<file path="src/rtl/gb_interrupt_ctrl_if.sv">
// Bus, request and dispatch-handshake signals between the CPU core and gb_interrupt_ctrl.
// The master modport is the CPU side; the slave modport is the interrupt controller.
interface gb_interrupt_ctrl_if;
    logic [4:0]  irq_req;
    logic [15:0] addr;
    logic        wr_en;
    logic        rd_en;
    logic [7:0]  wdata;
    logic [7:0]  rdata;
    logic        irq_pending;
    // Dispatch handshake: irq_ack and irq_vec_req are single-cycle pulses from the CPU;
    // irq_vec_valid is a single-cycle strobe, one cycle after an accepted irq_vec_req,
    // qualifying irq_vector. There is no backpressure; strobes outside their state are dropped.
    logic        irq_ack;
    logic        irq_vec_req;
    logic [7:0]  irq_vector;
    logic        irq_vec_valid;
    logic [1:0]  dbg_state;

    modport master (
        output irq_req, addr, wr_en, rd_en, wdata, irq_ack, irq_vec_req,
        input  rdata, irq_pending, irq_vector, irq_vec_valid, dbg_state
    );

    modport slave (
        input  irq_req, addr, wr_en, rd_en, wdata, irq_ack, irq_vec_req,
        output rdata, irq_pending, irq_vector, irq_vec_valid, dbg_state
    );
endinterface

</file>
<file path="src/rtl/gb_interrupt_ctrl.sv">
// Game Boy interrupt controller: IF/IE registers, pending/wake output and vector dispatch FSM.
// Define GB_IRQ_LATE_CANCEL_EN to resolve the vector at irq_vec_req (DMG-accurate late cancel).
module gb_interrupt_ctrl (
    input  logic                  clk,
    input  logic                  reset_n,
    gb_interrupt_ctrl_if.slave    bus
);
    typedef enum logic [1:0] {
        ST_IDLE   = 2'd0,
        ST_ACKED  = 2'd1,
        ST_VECTOR = 2'd2
    } state_t;

    state_t      state_q, state_d;
    logic [4:0]  if_q, if_d;
    logic [7:0]  ie_q, ie_d;
    logic [7:0]  rdata_q, rdata_d;
    logic [7:0]  vector_q, vector_d;
    logic [4:0]  pend;
    logic [4:0]  win;
    logic [4:0]  clr;
    logic [7:0]  win_vec;
`ifndef GB_IRQ_LATE_CANCEL_EN
    logic [7:0]  lat_q, lat_d;
`endif

    // Isolate the lowest set bit of the pending mask; it is the winner.
    always_comb begin
        pend = ie_q[4:0] & if_q;
        win  = pend & (~pend + 5'd1);
        case (win)
            5'b00001: win_vec = 8'h40;
            5'b00010: win_vec = 8'h48;
            5'b00100: win_vec = 8'h50;
            5'b01000: win_vec = 8'h58;
            5'b10000: win_vec = 8'h60;
            default:  win_vec = 8'h00;
        endcase
    end

    always_comb begin
        state_d  = state_q;
        vector_d = vector_q;
        clr      = 5'b0;
`ifndef GB_IRQ_LATE_CANCEL_EN
        lat_d    = lat_q;
`endif
        case (state_q)
            ST_IDLE: begin
                if (bus.irq_ack) begin
                    state_d = ST_ACKED;
`ifndef GB_IRQ_LATE_CANCEL_EN
                    lat_d = win_vec;
                    clr   = win;
`endif
                end
            end
            ST_ACKED: begin
                if (bus.irq_vec_req) begin
                    state_d = ST_VECTOR;
`ifdef GB_IRQ_LATE_CANCEL_EN
                    vector_d = win_vec;
                    clr      = win;
`else
                    vector_d = lat_q;
`endif
                end
            end
            ST_VECTOR: state_d = ST_IDLE;
            default:   state_d = ST_IDLE;
        endcase
    end

    // Write, then dispatch clear, then requests: a request always survives.
    always_comb begin
        if_d = if_q;
        ie_d = ie_q;
        if (bus.wr_en && bus.addr == 16'hFF0F) if_d = bus.wdata[4:0];
        if (bus.wr_en && bus.addr == 16'hFFFF) ie_d = bus.wdata;
        if_d = (if_d & ~clr) | bus.irq_req;

        rdata_d = rdata_q;
        if (bus.rd_en) begin
            case (bus.addr)
                16'hFF0F: rdata_d = {3'b111, if_q};
                16'hFFFF: rdata_d = ie_q;
                default:  rdata_d = 8'hFF;
            endcase
        end
    end

    always_ff @(posedge clk) begin
        if (!reset_n) begin
            state_q  <= ST_IDLE;
            if_q     <= 5'b0;
            ie_q     <= 8'h00;
            rdata_q  <= 8'h00;
            vector_q <= 8'h00;
`ifndef GB_IRQ_LATE_CANCEL_EN
            lat_q    <= 8'h00;
`endif
        end else begin
            state_q  <= state_d;
            if_q     <= if_d;
            ie_q     <= ie_d;
            rdata_q  <= rdata_d;
            vector_q <= vector_d;
`ifndef GB_IRQ_LATE_CANCEL_EN
            lat_q    <= lat_d;
`endif
        end
    end

    assign bus.rdata         = rdata_q;
    assign bus.irq_pending   = |pend;
    assign bus.irq_vector    = vector_q;
    assign bus.irq_vec_valid = (state_q == ST_VECTOR);
    assign bus.dbg_state     = state_q;
endmodule

</file>
<file path="src/flat_wrapper.sv">
// flat-port wrapper written by rule: the top's interface ports become plain ports
module gb_interrupt_ctrl_flat 
  (clk, reset_n, bus_irq_req, bus_addr, bus_wr_en, bus_rd_en, bus_wdata, bus_irq_ack, bus_irq_vec_req, bus_rdata, bus_irq_pending, bus_irq_vector, bus_irq_vec_valid, bus_dbg_state);
  gb_interrupt_ctrl_if bus_i ();
  input  logic clk;
  input  logic reset_n;
  input wire logic [$bits(bus_i.irq_req)-1:0] bus_irq_req;
  input wire logic [$bits(bus_i.addr)-1:0] bus_addr;
  input wire logic [$bits(bus_i.wr_en)-1:0] bus_wr_en;
  input wire logic [$bits(bus_i.rd_en)-1:0] bus_rd_en;
  input wire logic [$bits(bus_i.wdata)-1:0] bus_wdata;
  input wire logic [$bits(bus_i.irq_ack)-1:0] bus_irq_ack;
  input wire logic [$bits(bus_i.irq_vec_req)-1:0] bus_irq_vec_req;
  output wire logic [$bits(bus_i.rdata)-1:0] bus_rdata;
  output wire logic [$bits(bus_i.irq_pending)-1:0] bus_irq_pending;
  output wire logic [$bits(bus_i.irq_vector)-1:0] bus_irq_vector;
  output wire logic [$bits(bus_i.irq_vec_valid)-1:0] bus_irq_vec_valid;
  output wire logic [$bits(bus_i.dbg_state)-1:0] bus_dbg_state;
  assign bus_i.irq_req = bus_irq_req;
  assign bus_i.addr = bus_addr;
  assign bus_i.wr_en = bus_wr_en;
  assign bus_i.rd_en = bus_rd_en;
  assign bus_i.wdata = bus_wdata;
  assign bus_i.irq_ack = bus_irq_ack;
  assign bus_i.irq_vec_req = bus_irq_vec_req;
  assign bus_rdata = bus_i.rdata;
  assign bus_irq_pending = bus_i.irq_pending;
  assign bus_irq_vector = bus_i.irq_vector;
  assign bus_irq_vec_valid = bus_i.irq_vec_valid;
  assign bus_dbg_state = bus_i.dbg_state;
  gb_interrupt_ctrl u_core (.clk(clk), .reset_n(reset_n), .bus(bus_i));
endmodule
</file>
<file path="config.mk">
export PLATFORM = sky130hd
export DESIGN_NAME = gb_interrupt_ctrl_flat
export DESIGN_NICKNAME = d
export VERILOG_FILES = /design/src/rtl/gb_interrupt_ctrl_if.sv /design/src/rtl/gb_interrupt_ctrl.sv /design/src/flat_wrapper.sv
export SDC_FILE = /design/constraint.sdc
export NUM_CORES = 1
export LEC_CHECK = 0
export ABC_AREA = 1
export CAP_MARGIN = 20
export CELL_PAD_IN_SITES_DETAIL_PLACEMENT = 1
export CELL_PAD_IN_SITES_GLOBAL_PLACEMENT = 1
export CORE_ASPECT_RATIO = 0.8
export CORE_MARGIN = 3
export CORE_UTILIZATION = 30
export DETAILED_ROUTE_END_ITERATION = 16
export GPL_ROUTABILITY_DRIVEN = 0
export HOLD_SLACK_MARGIN = 0.05
export PLACE_DENSITY = 0.85
export SETUP_SLACK_MARGIN = 0.4
export SLEW_MARGIN = 20
export SYNTH_ARGS = -nofsm -noshare
export SYNTH_HDL_FRONTEND = slang
export SYNTH_SLANG_ARGS = --single-unit
</file>
<file path="constraint.sdc">
create_clock -name clk -period 1.5 [get_ports clk]
set_input_delay 0.3 -clock clk [delete_from_list [all_inputs] [get_ports clk]]
set_output_delay 0.3 -clock clk [all_outputs]
set_load 0.01 [all_outputs]
</file>
==> key figures, run 1 <==
Pwr
  – Switching share of power: 26.5%
  – Power Dens Cells: 728 nW/µm²
  – Power Internal: ~1.4 mW
  – VDD IR max: 0.000438 V
  – Static Leak: 1.25 nW
  – Comb pwr share: ~19%
  – Sequential share of power: 47.5%
  – Net switching power: 493 µW
  – Clk network pwr share: about 34%

Layout
  – Final #Nets: 332
  – FILL cells: 581
  – Layout cells sized above 1: 44.0%
  – Ant. Diodes: 0
  – Non-filler cells, final: 358
  – Area Overhead vs Synth: 72.2%
  – Final Core Density: 54.7%

STA
  – Setup ws final: approximately 0.059 ns
  – Max-slew violation count: 0
  – Tmin final: ~1.4 ns
  – Fmax: 0.694 GHz
  – Hold slack: between 0.4 and 0.5 ns
  – RSZ-0062 raised after global routing: true
  – Setup Viol. Count Final: 0
  – Final Skew: approximately 0.010 ns
  – Final hold violation count: 0
  – Period utilization: 96.1%

Place
  – DP Cell Count: 334
  – DP HPWL: 3460 µm
  – Pre-CTS setup slack: -0.278 ns
  – Port-buffer cells: 50

Route
  – First-pass iteration count of the detailed router: 4
  – ANT nets after route: 0
  – Wire per inst: between 15 and 20 µm
  – Via count: ~1700
  – Remaining routing DRC violations: 0
  – Avg Vias per Cell: 4.85
  – 1st-iter DRT viols: 76
  – Final WL: 5780 µm

Synth
  – Cells after synthesis: ~210
  – Synth area leader: dfxtp_1
  – Ranking of synthesized cells by area: dfxtp_1, nand2_1, inv_1
  – Syn. warnings: 0
  – Flops & latches, synth: 31
  – Sequential fraction of the synthesis area: 41.8%
  – Top cell type's share of synthesized area: 41.8%
  – Distinct cell type count after synthesis: 25
  – Avg Synthesized Cell Area: 7.11 µm²
  – Mapped cell area: 1490 µm²

Run
  – Number of max-cap violations: 0

Clock network
  – # clock sinks: 31
  – # H-tree levels: 2
  – Clock root cell: clkbuf_8
  – Worst-Skew Late Latency: 0.29 ns
  – CTS tree: done
  – Clock-pin slew on the worst setup and hold paths: 0.07 ns
  – Hold buffer count at CTS: 0
  – Clock Path Buffers: 2
  – CTS Buf Count: 5

Min path
  – Hold WC Path Type: reg2reg

Floorplan
  – Die Ht: approximately 69 µm
  – I/O Pins: 55
  – CORE AREA: 4680 µm²
  – Die footprint: 5840 µm²
  – Die width: 84.7 µm
  – Initial Util: 31.7%
  – Row cnt: 22

Critical path
  – Worst Path Max Fanout: 2
  – CP Capture Type: primary output
  – CP Class: reg2out
  – Startpoint types: register
  – CP required: about 1.2 ns
  – Crit path DAT: 1.14 ns

Global route
  – Vias in the first global route: roughly 1600
  – Total grt overflow: 0
  – Gr usage total: 16.8%
  – First-pass GRT wire length: 7620 µm
  – Largest net degree at the start of global routing: 21
  – Initial antenna violation count: 0

Outcome
  – Status: finished, final reports clean
critical path, stage by stage, from the launching register on:
cell and delay [ns]:
dfxtp_2 0.33, nand2_2 0.08, nand2_2 0.08, inv_2 0.06, nand4_1 0.13, buf_2 0.18
registers in the layout (all words and copies together), names as in the netlist:
register	count
u_core.bus.rdata	8
u_core.ie_q	8
u_core.if_q	5
u_core.bus.irq_vector	4
u_core.lat_q	4
u_core.bus.dbg_state	2
power by group through the flow:
stage          Sequential [mW]  Clock [mW]  Combinational (mW)
2_1_floorplan            0.909           0              0.0980
3_3_place_gp             0.897           0               0.286
3_5_place_dp             0.899           0               0.294
4_1_cts                  0.884       0.640               0.269
5_1_grt                  0.890       0.689               0.375
6_report                 0.885       0.632               0.345
metrics by stage:
step | setup TNS (ns) | power [mW] | cell area (µm²)
2_1_floorplan | 0 | 1.01 | 1500
3_3_place_gp | -4.29 | 1.18 | 2190
3_5_place_dp | -4.80 | 1.19 | 2190
4_1_cts | 0 | 1.79 | 2250
5_1_grt | -0.0160 | 1.95 | 2560
6_report | 0 | 1.86 | 2560
what timing repair did:
| item | in CTS | in global routing |
|---|---|---|
| gates cloned | 0 | 1 |
| pin swaps | 35 | 40 |
| buffers inserted | 7 | 8 |
| resized for setup | 149 | 48 |
| endpoints found under the setup margin | 44 | 28 |
cells by family (layout without fill, tap and decap cells):
family,after synthesis,in the layout,share of synthesized area [%]
other cells,1,4,0.252
buf+inv,43,129,12.6
simple gates,91,91,29.3
flops,31,31,41.8
compound gates,43,43,16.0
metal layers:
metal  vias up  global-route usage (%)  part of all wire [%]
li1        841                       -                     -
met1       809                    21.3                    43
met4         0                    4.94                   3.6
met5         -                       0                     0
met3        22                    4.16                   5.6
met2        66                    28.7                    48
path summary, 6_finish.rpt:
path / start / to / slack, ns / depth (start not counted)
hold / removal: u_core.bus.irq_vector[6] / u_core.bus.irq_vector[6] / 0.44 / 2
hold reg to reg: u_core.bus.irq_vector[6] / u_core.bus.irq_vector[6] / 0.44 / 2
setup / recovery: u_core.if_q[0] / bus_irq_pending / 0.06 / 5
setup reg to reg: u_core.if_q[0] / u_core.lat_q[3] / 0.18 / 7
cells in the final DEF (no fill, tap or decap), types with 5 or more instances in the layout:
cell type         n
buf_2            16
inv_1            26
a21oi_1          12
nand2_2          13
a21oi_2           5
buf_4            26
buf_6            22
nor2_1           18
dfxtp_1          25
o21ai_0          14
nand2_1          24
nor2_4            5
nand4_1          10
clkdlybuf4s50_1  15
inv_2             6
clkbuf_8          5
cells in the mapped netlist:
cell type  number
nor2_8          1
o211ai_1        1
inv_1          33
a21oi_2         2
dfxtp_1        31
and2_2          1
o21ai_2         2
o21ai_0        16
nor3_1          1
o21ai_1         3
a31oi_1         4
conb_1          1
nand2_1        39
nand2_2         1
clkbuf_1        4
buf_4           4
nor2_1         24
nand4_1        10
nor2_4          3
nand2_4         1
inv_2           1
buf_8           1
a21oi_1        15
nand3_1         9
nand3b_1        1
final cells by class:
class	count	area, µm²	share of cell area (%)
clock buffers	7	76.3	2.98
clock inverters	1	5.00	0.196
inverters	34	134	5.23
multi-input cells	138	827	32.3
flip-flops and latches	31	633	24.8
well taps	60	75.1	2.94
repair buffers	87	807	31.6
(Power assumes the default switching activity.)
==> run 2: changes to the inputs <==
- CORE_UTILIZATION: 30 -> 41
- DONT_BUFFER_PORTS: not set -> 1
- PLACE_DENSITY: 0.85 -> 0.82
==> run 2 against run 1 <==
Net effect: sequential share of layout area increased by 9.7 points; first-iteration DRC count is 28% higher; register-to-register slack gained 0.03 ns; clock-buffer cell count is 1 lower; critical endpoint unchanged; worst setup slack improved by 0.12 ns; largest power group unchanged.
==> key figures, run 2 (synthesized netlist as in run 1, its figures left out) <==
Floorplan
  – Initial Util: a little under half
  – CORE AREA: 3270 µm²
  – Row cnt: 18
  – I/O Pins: 55
  – Die Ht: 59.8 µm
  – Die footprint: 4380 µm²
  – Die width: 73.3 µm

STA
  – Period utilization: 87.8%
  – Setup ws final: about 0.18 ns
  – Final Skew: 0.00460 ns
  – Setup TNS: 0 ns
  – Max_slew headroom: between 60% and 70%
  – RSZ-0062 raised after global routing: true
  – Fmax: 0.759 GHz
  – Tmin final: about 1.3 ns
  – Setup Viol. Count Final: 0
  – Measured slew at the worst slew-check pin: 0.494 ns
  – Final hold violation count: 0
  – Max-slew violation count: 0

Min path
  – Hold WC Path Type: in2reg
  – Hold endpoint: u_core.bus.rdata[5]
  – Worst hold start: bus_rd_en
  – Hold path depth: 1

Pwr
  – VDD IR max: about 0.00065 V
  – Power Dens Cells: approximately 1000 nW/µm²
  – Static Leak: 0.872 nW

Critical path
  – RR Startpoint: u_core.bus.dbg_state[1]
  – R2R depth: 6
  – Worst reg-to-reg setup slack: ~0.21 ns
  – CP required: 1.20 ns
  – CP Capture Type: primary output
  – Crit path DAT: 1.02 ns
  – Startpoint types: register
  – Worst Path Max Fanout: 2
  – CP Class: reg2out
  – Worst R2R End: u_core.if_q[3]

Layout
  – FILL cells: 401
  – Final Core Density: 57.4%
  – Most frequent cells in the layout: nand2_1, inv_1, dfxtp_1
  – Final #Nets: 260
  – Ant. Diodes: 0
  – Layout cells sized above 1: between 30% and 40%
  – Area Overhead vs Synth: 26.3%
  – Final Cell Area: 1880 µm²
  – Commonest non-fill, non-tap cell in the layout: nand2_1

Route
  – Final WL: between 5000 and 6000 µm
  – First-pass iteration count of the detailed router: 4
  – Via count: around 1500
  – Wire per inst: roughly 21 µm
  – Remaining routing DRC violations: 0
  – 1st-iter DRT viols: 97
  – ANT nets after route: 0
  – Avg Vias per Cell: 5.81

Clock network
  – Worst-Skew Late Latency: 0.29 ns
  – Clock Path Buffers: 2
  – # H-tree levels: 2
  – CTS tree: done
  – Clock root cell: clkbuf_8
  – CTS Buf Count: 5
  – Clock-pin slew on the worst setup and hold paths: 0.07 ns
  – Hold buffer count at CTS: 0
  – # clock sinks: 31

Global route
  – Total grt overflow: 0
  – Gr usage total: 22.5%
  – Initial antenna violation count: 0
  – Largest net degree at the start of global routing: 22
  – Vias in the first global route: 1487
  – First-pass GRT wire length: 7220 µm

Outcome
  – Status: finished, final reports clean

Place
  – Area after DPL: around 1500 µm²
  – Port-buffer cells: 0
  – Pre-CTS setup slack: 0.139 ns
  – DP HPWL: 3030 µm

Run
  – Number of max-cap violations: 0
run 2: changes by cell type in the layout (fill, tap and decap cells not counted), moves of 3 or more:
cell,previous run,this run
buf_4,26,12
nand2_2,13,7
buf_2,16,0
dfxtp_1,25,22
buf_6,22,2
buf_12,3,0
nor2_2,4,1
dfxtp_4,2,6
clkdlybuf4s50_1,15,0
nand2_1,24,29
run 2: area by class of cell:
type                            count  area [µm²]  share of cell area, %
Sequential cell                    31         647                   34.5
Clock inverter                      2        35.0                   1.87
Timing Repair Buffer               14         113                   6.00
Multi-Input combinational cell    139         811                   43.2
Inverter                           34         138                   7.34
Tap cell                           40        50.0                   2.67
Clock buffer                        6        82.6                   4.40
run 2: worst max-delay path: stages, from the launching register on:
cell and delay [ns]:
dfxtp_4 0.36, nand2_4 0.08, nand2_4 0.06, inv_2 0.04, nand4_1 0.18
run 2: worst max-delay path by stage:
stage                                  to               startpoint  cells past startpoint
after floorplan            u_core.ie_q[2]             bus_addr[11]                      7
after global placement     u_core.if_q[3]  u_core.bus.dbg_state[0]                      6
after detailed placement   u_core.ie_q[7]             bus_addr[11]                      7
after CTS                 bus_irq_pending           u_core.if_q[0]                      4
after global routing      bus_irq_pending           u_core.if_q[0]                      4
final                     bus_irq_pending           u_core.if_q[0]                      4
run 2: where the power goes:
part | internal [mW] | switching [mW] | total (mW)
Sequential | 0.856 | 0.0490 | 0.905
Clock | 0.537 | 0.331 | 0.868
Combinational | 0.0505 | 0.0932 | 0.144
run 2: what timing repair did:
action / 4_1_cts / 5_1_grt
setup buffers: 8 / 6
endpoints found under the setup margin: 15 / 20
resized for setup: 29 / 25
gates cloned: 0 / 1
pin swaps: 13 / 16
run 2: layer usage:
| metal | part of all wire (%) | GRT usage (%) |
|---|---|---|
| met5 | 0 | 0 |
| met4 | 4.0 | 10.9 |
| met3 | 7.8 | 7.23 |
| met2 | 49 | 37.7 |
| met1 | 39 | 26.0 |
run 2: stage by stage:
| step | total power, mW | hold slack (ns) | cells |
|---|---|---|---|
| after floorplan | 1.01 | 0.434 | 212 |
| after global placement | 1.01 | 0.411 | 243 |
| after detailed placement | 1.02 | 0.418 | 243 |
| after CTS | 1.88 | 0.115 | 259 |
| after global routing | 1.97 | 0.105 | 266 |
| final | 1.92 | 0.110 | 266 |
==> run 3: changes to the inputs <==
- HOLD_SLACK_MARGIN: 0.05 -> 0.02
==> results of run 3 <==
No change in the layout: final DEF, timing and power equal those of run 2.
